<file path="src/rtl/if_fetch_unit_pkg.sv">
// Shared definitions for the instruction-fetch stage and its neighbours:
// opcode/NOP constants, the fetch FSM state type and the IF/ID register layout.
package if_fetch_unit_pkg;

  localparam logic [6:0]  OP_BRANCH        = 7'b1100011;
  localparam logic [31:0] NOP              = 32'h0000_0013;
  localparam logic [31:0] RESET_PC_DEFAULT = 32'h0000_0000;

  typedef enum logic [1:0] {
    BOOT  = 2'd0,
    RUN   = 2'd1,
    MISS  = 2'd2,
    REDIR = 2'd3
  } fetch_state_e;

  typedef struct packed {
    logic [31:0] instr;
    logic [31:0] pc;
    logic        valid;
  } ifid_t;

  localparam ifid_t IFID_BUBBLE = '{instr: NOP, pc: 32'h0, valid: 1'b0};

  function automatic logic is_branch(input logic [6:0] opcode);
    return opcode == OP_BRANCH;
  endfunction

endpackage

</file>
<file path="src/rtl/if_fetch_unit_if.sv">
// Bundle of the fetch stage's I-cache, predictor and IF/ID signals.
// The master side is the fetch unit; the slave side is its environment.
interface if_fetch_unit_if;

  logic        ic_ren;
  logic [29:0] ic_addr;
  logic [31:0] ic_rdata;
  logic        ic_stall;
  logic        stall;
  logic [31:0] PC_out;
  logic        correct;
  logic        branch_IF;
  logic [31:0] PC_add_4;
  logic [31:0] PC_add_imm;
  logic        fetch_stall;
  logic [31:0] instr_ID;
  logic [31:0] pc_ID;
  logic        valid_ID;

  modport master (
    output ic_ren, ic_addr, branch_IF, PC_add_4, PC_add_imm, fetch_stall,
           instr_ID, pc_ID, valid_ID,
    input  ic_rdata, ic_stall, stall, PC_out, correct
  );

  modport slave (
    input  ic_ren, ic_addr, branch_IF, PC_add_4, PC_add_imm, fetch_stall,
           instr_ID, pc_ID, valid_ID,
    output ic_rdata, ic_stall, stall, PC_out, correct
  );

endinterface

</file>
<file path="src/rtl/if_fetch_unit_imm_b_gen.sv">
// Combinational B-type immediate extractor; shared with the decode stage.
module imm_b_gen (
  input  logic [31:0] instr_i,
  output logic [31:0] imm_o
);

  assign imm_o = {{20{instr_i[31]}}, instr_i[7], instr_i[30:25], instr_i[11:8], 1'b0};

  // rs1/rs2/funct3 and opcode fields carry no immediate bits.
  logic unused_bits;
  assign unused_bits = &{1'b0, instr_i[24:12], instr_i[6:0]};

endmodule

</file>
<file path="src/rtl/if_fetch_unit.sv">
// Instruction-fetch stage: owns the PC, drives the I-cache read port, feeds the
// branch predictor and loads IF/ID, squashing wrong-path words on a mispredict.
module if_fetch_unit
  import if_fetch_unit_pkg::*;
#(
  parameter logic [31:0] RESET_PC = RESET_PC_DEFAULT
) (
  input logic             clk,
  input logic             rst,
  if_fetch_unit_if.master bus
);

  fetch_state_e state_q;
  logic [31:0]  pc_q;
  logic [31:0]  redir_pc_q;
  ifid_t        ifid_q;
  logic         ic_ren_q;
  logic [31:0]  imm_b;

  imm_b_gen u_imm_b_gen (
    .instr_i (bus.ic_rdata),
    .imm_o   (imm_b)
  );

  assign bus.ic_ren      = ic_ren_q;
  assign bus.ic_addr     = pc_q[31:2];
  assign bus.PC_add_4    = pc_q + 32'd4;
  assign bus.PC_add_imm  = pc_q + imm_b;
  assign bus.fetch_stall = bus.ic_stall | (state_q == REDIR);
  assign bus.branch_IF   = ((state_q == RUN) || (state_q == MISS)) && !bus.ic_stall &&
                           bus.correct && is_branch(bus.ic_rdata[6:0]);
  assign bus.instr_ID    = ifid_q.instr;
  assign bus.pc_ID       = ifid_q.pc;
  assign bus.valid_ID    = ifid_q.valid;

  // NOTE: all state lives in this one clocked block and uses non-blocking
  // assignments, so every branch reads the pre-edge values of the registers.
  always_ff @(posedge clk or posedge rst) begin
    if (rst) begin
      state_q    <= BOOT;
      pc_q       <= RESET_PC;
      redir_pc_q <= 32'h0;
      ifid_q     <= IFID_BUBBLE;
      ic_ren_q   <= 1'b0;
    end else begin
      // BOOT is only ever entered through reset, so the read port stays on.
      ic_ren_q <= 1'b1;

      if (!bus.correct) begin
        // The word in IF is wrong-path regardless of stalls.
        ifid_q <= IFID_BUBBLE;
        if (bus.ic_stall) begin
          redir_pc_q <= bus.PC_out;
          state_q    <= REDIR;
        end else begin
          pc_q    <= bus.PC_out;
          state_q <= RUN;
        end
      end else begin
        unique case (state_q)
          BOOT: state_q <= RUN;

          RUN, MISS: begin
            if (bus.ic_stall) begin
              state_q <= MISS;
              if (!bus.stall) ifid_q <= IFID_BUBBLE;
            end else begin
              state_q <= RUN;
              if (!bus.stall) begin
                pc_q   <= bus.PC_out;
                ifid_q <= '{instr: bus.ic_rdata, pc: pc_q, valid: 1'b1};
              end
            end
          end

          REDIR: begin
            // The returning miss word belongs to the squashed path.
            if (!bus.ic_stall) begin
              pc_q    <= redir_pc_q;
              ifid_q  <= IFID_BUBBLE;
              state_q <= RUN;
            end
          end
        endcase
      end
    end
  end

endmodule

</file>
<file path="src/flat_wrapper.sv">
// flat-port wrapper written by rule: the top's interface ports become plain ports
module if_fetch_unit_flat import if_fetch_unit_pkg::*;
#(
  parameter logic [31:0] RESET_PC = RESET_PC_DEFAULT
)
  (clk, rst, bus_ic_ren, bus_ic_addr, bus_branch_IF, bus_PC_add_4, bus_PC_add_imm, bus_fetch_stall, bus_instr_ID, bus_pc_ID, bus_valid_ID, bus_ic_rdata, bus_ic_stall, bus_stall, bus_PC_out, bus_correct);
  if_fetch_unit_if bus_i ();
  input logic clk;
  input logic rst;
  output wire logic [$bits(bus_i.ic_ren)-1:0] bus_ic_ren;
  output wire logic [$bits(bus_i.ic_addr)-1:0] bus_ic_addr;
  output wire logic [$bits(bus_i.branch_IF)-1:0] bus_branch_IF;
  output wire logic [$bits(bus_i.PC_add_4)-1:0] bus_PC_add_4;
  output wire logic [$bits(bus_i.PC_add_imm)-1:0] bus_PC_add_imm;
  output wire logic [$bits(bus_i.fetch_stall)-1:0] bus_fetch_stall;
  output wire logic [$bits(bus_i.instr_ID)-1:0] bus_instr_ID;
  output wire logic [$bits(bus_i.pc_ID)-1:0] bus_pc_ID;
  output wire logic [$bits(bus_i.valid_ID)-1:0] bus_valid_ID;
  input wire logic [$bits(bus_i.ic_rdata)-1:0] bus_ic_rdata;
  input wire logic [$bits(bus_i.ic_stall)-1:0] bus_ic_stall;
  input wire logic [$bits(bus_i.stall)-1:0] bus_stall;
  input wire logic [$bits(bus_i.PC_out)-1:0] bus_PC_out;
  input wire logic [$bits(bus_i.correct)-1:0] bus_correct;
  assign bus_ic_ren = bus_i.ic_ren;
  assign bus_ic_addr = bus_i.ic_addr;
  assign bus_branch_IF = bus_i.branch_IF;
  assign bus_PC_add_4 = bus_i.PC_add_4;
  assign bus_PC_add_imm = bus_i.PC_add_imm;
  assign bus_fetch_stall = bus_i.fetch_stall;
  assign bus_instr_ID = bus_i.instr_ID;
  assign bus_pc_ID = bus_i.pc_ID;
  assign bus_valid_ID = bus_i.valid_ID;
  assign bus_i.ic_rdata = bus_ic_rdata;
  assign bus_i.ic_stall = bus_ic_stall;
  assign bus_i.stall = bus_stall;
  assign bus_i.PC_out = bus_PC_out;
  assign bus_i.correct = bus_correct;
  if_fetch_unit #(.RESET_PC(RESET_PC)) u_core (.clk(clk), .rst(rst), .bus(bus_i));
endmodule
</file>
<file path="config.mk">
export PLATFORM = sky130hd
export DESIGN_NAME = if_fetch_unit_flat
export DESIGN_NICKNAME = d
export VERILOG_FILES = /design/src/rtl/if_fetch_unit_pkg.sv /design/src/rtl/if_fetch_unit_if.sv /design/src/rtl/if_fetch_unit_imm_b_gen.sv /design/src/rtl/if_fetch_unit.sv /design/src/flat_wrapper.sv
export SDC_FILE = /design/constraint.sdc
export NUM_CORES = 1
export LEC_CHECK = 0
export CORE_MARGIN = 1.5
export CORE_UTILIZATION = 48
export DETAILED_ROUTE_END_ITERATION = 8
export GPL_ROUTABILITY_DRIVEN = 0
export PLACE_DENSITY = 0.82
export SLEW_MARGIN = 30
export SYNTH_ARGS = -nofsm -noshare
export SYNTH_HDL_FRONTEND = slang
export SYNTH_SLANG_ARGS = --single-unit
export TNS_END_PERCENT = 30
</file>
<file path="constraint.sdc">
create_clock -name clk -period 5.2 [get_ports clk]
set_clock_uncertainty 0.2 [all_clocks]
set_input_delay 0.52 -clock clk [delete_from_list [all_inputs] [get_ports clk]]
set_output_delay 0.52 -clock clk [all_outputs]
set_load 0.05 [all_outputs]
</file>
# After elaboration in Yosys (flattened, before gate mapping)
# Index checks and enable logic that the tools add are counted.
# classes
addsub,2
n_eq_ne,10
mux,17
bitwise_logic,2
n_reduce_logical,10
# op_table
operator,count
$mux 65,5
$mux 32,5
$pmux 65 s2,1
$pmux 32 s2,1
$add 32x3->32 const B,1
$add 32x32->32,1
$mux 2,4
$eq 7x7->1 const B,1
$ne 3x3->1 const B,2
$pmux 2 s3,1
$reduce_and 5->1,1
$eq 2x2->1 const B,2
$ne 2x2->1 const B,2
$logic_and 1x1->1,3
$ne 3x1->1 const B,1
$reduce_and 3->1,1
$eq 2x1->1 const B,1
$logic_not 2->1,1
$ne 2x1->1 const B,1
$reduce_and 2->1,1
$reduce_or 2->1,1
$logic_not 1->1,1
$logic_or 1x1->1,1
$not 1->1,1
$or 1x1->1,1
# word_totals
reg_bits,132
in_bits,69
out_inout_bits,162
word_cells,48

# Depth between registers and ports, before layout
# logic_depth
word_depth,5
ltp_mapped,10
depth_no_buf,8

# By module
# A second synthesis with hierarchy kept.
# hier_totals
cells_unflattened,740
area_unflattened_um2,7681.1
# by_module_without_submodules
mod,n_inst,cells_per_inst,area_per_inst_um2,seq_area_each_um2
if_fetch_unit,1,707,7437.1,3306.9
imm_b_gen,1,33,244.0,0.0

# Worst setup path before layout
# No wires, ideal clock.
# synth_path
path_type,reg2out
startpoint,register u_core.pc_q[5]
endpoint,output port bus_PC_add_imm[28]
arrival_ns,3.093
required_time_ns,4.480
path_slack_ns,1.387
stages_incl_launch_ff,8
path_buffers,0
path_cell_list,dfrtp_1 > ha_1 > a21oi_2 > nand2_1 > o2111ai_2 > a21oi_2 > mux2i_1 > a311oi_1
# synth_via
elab_chain_len,1
# synth_rtl
element,line_no,source
"start, declared",if_fetch_unit.sv:14,logic [31:0] pc_q;
"start signal, assigned",if_fetch_unit.sv:56,pc_q <= bus.PC_out;
"start signal, assigned",if_fetch_unit.sv:70,pc_q <= bus.PC_out;
"start signal, assigned",if_fetch_unit.sv:79,pc_q <= redir_pc_q;
$add 32x32->32,if_fetch_unit.sv:28,assign bus.PC_add_imm = pc_q + imm_b;
"end, declared",flat_wrapper.sv:14,output wire logic [$bits(bus_i.PC_add_imm)-1:0] bus_PC_add_imm;
# Every way passes these cells.

# Final worst setup path
# layout_path
startpoint,input port bus_ic_rdata[8]
endpoint,output port bus_PC_add_imm[27]
# layout_via
elab_chain_len,1
# layout_rtl
element,line_no,source
"start, declared",flat_wrapper.sv:19,input wire logic [$bits(bus_i.ic_rdata)-1:0] bus_ic_rdata;
$add 32x32->32,if_fetch_unit.sv:28,
# Every way passes these cells.

==> results.ini <==
[worst_setup_path]
worstPathRequired_ns = 4.48
rr_endpoint = u_core.pc_q[31]
ff2ff_setup_slack_ns = 2.43
crit_type = in2out
slowest_stage = clkdlybuf4s50_1
crit_arrival_ns = 3.79
path_cells = clkdlybuf4s50_1, ha_1, fa_1, a21oi_1, o211ai_2, a311oi_2, o21ai_2, a21oi_2, xnor2_1, clkdlybuf4s50_1
crit_top_cell = clkdlybuf4s50_1
endpoint_kind = output port
startpoint_type = input port
r2r_start = u_core.state_q[1]
cpPeakStageDelay_ns = 0.83
reg2reg_depth = 8
critPathMaxFanout = 4

[timing]
max-slew-margin-rel = 0.4265
finalMaxSlewViolations = 0
fin_crit_sh = 0.8677
fmax_mhz = 221.6
hold_viol_final = 0
tns_ns = 0
setup_viol = 0
worst_hold_slack_ns = 0.2790
period_minus_slack_ns = 4.512
worst_slew_pin_slew_ns = 0.8603
rsz0062_at_grt = false

[finish]
final_common_cell = clkdlybuf4s50_1
seq_area_mm2 = 0.003307
layout.nets = 1042
antenna-diode-count = 0
mostFrequentLayoutCells = 230 x clkdlybuf4s50_1, 129 x dfrtp_1, 69 x a21oi_1, 64 x nor2_1, 55 x a22o_1
final.fill_count = 1146
multi_input_area_mm2 = 0.003940
post-route-util = 0.6945
syn2layout_area_growth_pct = 41.29
drive_gt1_frac = 0.1123

[grt]
grtUsageMet2 = 0.4610
use_met3 = 0.04732
track_usage = 0.2761
grtUsageMet1 = 0.3645
grt_max_degree = 98
grt_pass1_vias = 6359
busiest_layer = met2
grt_remaining_overflow = 0
antenna_found_initial = 0
grt_pass1_wl_mm = 34.67

[cts]
cts_tree = built
cts_sinks = 132
cts_htree_levels = 4
post_cts_resized = 0
clock_latency_ns = 0.41
holdBufCountCts = 0
cts_setup_buffers = 0
cts_root_buf = clkbuf_16
clockBufferDepth = 2
cts_made_buffers = 17
clkTransAtPathRegs_ns = 0.06

[min_path]
hp-class = reg2reg
hold_depth = 2
holdPathEnd = u_core.bus.pc_ID[2]
worstHoldStart = u_core.bus.pc_ID[2]

[power]
clockPowerShare = 0.238
internal_power_uw = 2698
power_switching_uw = 2321
seq_power_share = 0.263
peakVddDrop_mv = 0.2714
power_frac_comb = 0.499
power.leakage_uw = 0.004562
switching_share = 0.4624
power_density_mw_per_mm2 = 477.2

[detailed_routing]
vias = 6499
wl_per_cell_um = 19.46
avgViaCountPerCell = 5.696
firstDrtPassIters = 5
ant_nets = 0
drc = 0
drt-initial-drc-count = 503
routed_wl_mm = 22.20

[yosys]
syn_avg_cell_area_um2 = 10.33
ys_seq_area_frac = 0.4442
ys.flop_type = dfrtp_1
synthesis.nets = 823
yosys_register_bits = 132
synth_edf_count = 0
yosys_warnings = 0
syn_area_mm2 = 0.007445
syn_inst = 721
synth.distinct_cells = 70
async_flop_share = 1.000

[status]
outcome = complete, no violations

[floorplan]
die_h_um = 127.5
die_w_um = 127.5
start_util = 0.4915
ios = 231
coreArea_mm2 = 0.01515
die_area_mm2 = 0.01627
rows = 45

[placement]
port_buffers = 230
dp_hpwl_mm = 16.14

[run]
cap_violations = 0

==> worst max-delay path, delay by kind of cell <==
family | cells | cell delay, ns
AOI/OAI and AO/OA | 5 | 1.23
xor gates and xnor gates | 1 | 0.13
adders and majority gates | 2 | 0.66
buffers and inverters | 2 | 1.25
==> registers in the layout, indices dropped and copies added (netlist names) <==
signal and flops:
u_core.bus.ic_ren 1, u_core.bus.instr_ID 32, u_core.bus.pc_ID 32, u_core.bus.valid_ID 1
u_core.pc_q 32, u_core.redir_pc_q 32, u_core.state_q 2
==> layer usage <==
metal / routed length [um] / share of wire
met4: 533 / 0.024
met2: 10990 / 0.49
met1: 9678 / 0.44
met3: 1001 / 0.045
met5: 0 / 0
==> Yosys cell counts (all sizes together), types with 5 or more instances <==
| cell | count | share of area |
|---|---|---|
| buf | 20 | 0.014 |
| nor2 | 65 | 0.033 |
| a22o | 55 | 0.065 |
| nand3 | 16 | 0.011 |
| nor3 | 10 | 0.0096 |
| o21ai | 29 | 0.020 |
| xnor2 | 40 | 0.047 |
| clkbuf | 19 | 0.010 |
| nor2b | 5 | 0.0042 |
| a31oi | 6 | 0.0079 |
| and3 | 7 | 0.0061 |
| nand4 | 12 | 0.013 |
| nand2 | 54 | 0.028 |
| mux2 | 32 | 0.048 |
| dfrtp | 129 | 0.43 |
| ha | 32 | 0.054 |
| mux2i | 35 | 0.047 |
| xor2 | 17 | 0.020 |
| inv | 12 | 0.0060 |
| a21oi | 73 | 0.051 |
==> power by group through the flow <==
stage	combinational, uW	clock (uW)	sequential, uW
2_1_floorplan	1490	0	1520
3_3_place_gp	2470	0	1330
3_5_place_dp	2490	0	1330
4_1_cts	2510	1210	1310
5_1_grt	2640	1260	1330
6_report	2510	1200	1320
==> logic make-up after synthesis <==
kind of cell	Yosys count	share of synthesized area
AO/OA/AOI/OAI	196	0.1852
XOR/XNOR	57	0.06706
adder cells (fa/ha/maj)	33	0.05647
buffers and inverters	51	0.03059
flip-flops	132	0.4442
multiplexers	67	0.09546
other	1	0.0005037
AND/OR/NAND/NOR	184	0.1205
==> per-stage QoR <==
stage | instance area [um2] | total power (uW) | setup WS [ns] | std cells
CTS | 10480 | 5028 | 0.6602 | 1139
finish | 10520 | 5019 | 0.6881 | 1141
global route | 10520 | 5226 | 0.5731 | 1141
global placement | 9882 | 3798 | 0.7197 | 1107
detailed placement | 9887 | 3824 | 0.7005 | 1107
floorplan | 7445 | 3008 | 0.9589 | 721
==> layout make-up <==
cell class / count / area share
multi-input combinational: 538 / 0.3746
sequential: 132 / 0.3144
timing repair buffer: 239 / 0.2275
clock buffer: 19 / 0.04306
tap: 188 / 0.02236
clock inverter: 13 / 0.01332
inverter: 12 / 0.004758
==> worst max-delay path by stage <==
stage | start | to | cells past startpoint
finish | bus_ic_rdata[8] | bus_PC_add_imm[27] | 10
CTS | bus_ic_rdata[8] | bus_PC_add_imm[27] | 10
floorplan | rst | u_core.bus.ic_ren | 1
detailed placement | bus_ic_rdata[8] | bus_PC_add_imm[27] | 10
global placement | bus_ic_rdata[8] | bus_PC_add_imm[27] | 10
global route | bus_ic_rdata[8] | bus_PC_add_imm[27] | 10
Power figures use the tool's default switching activity.
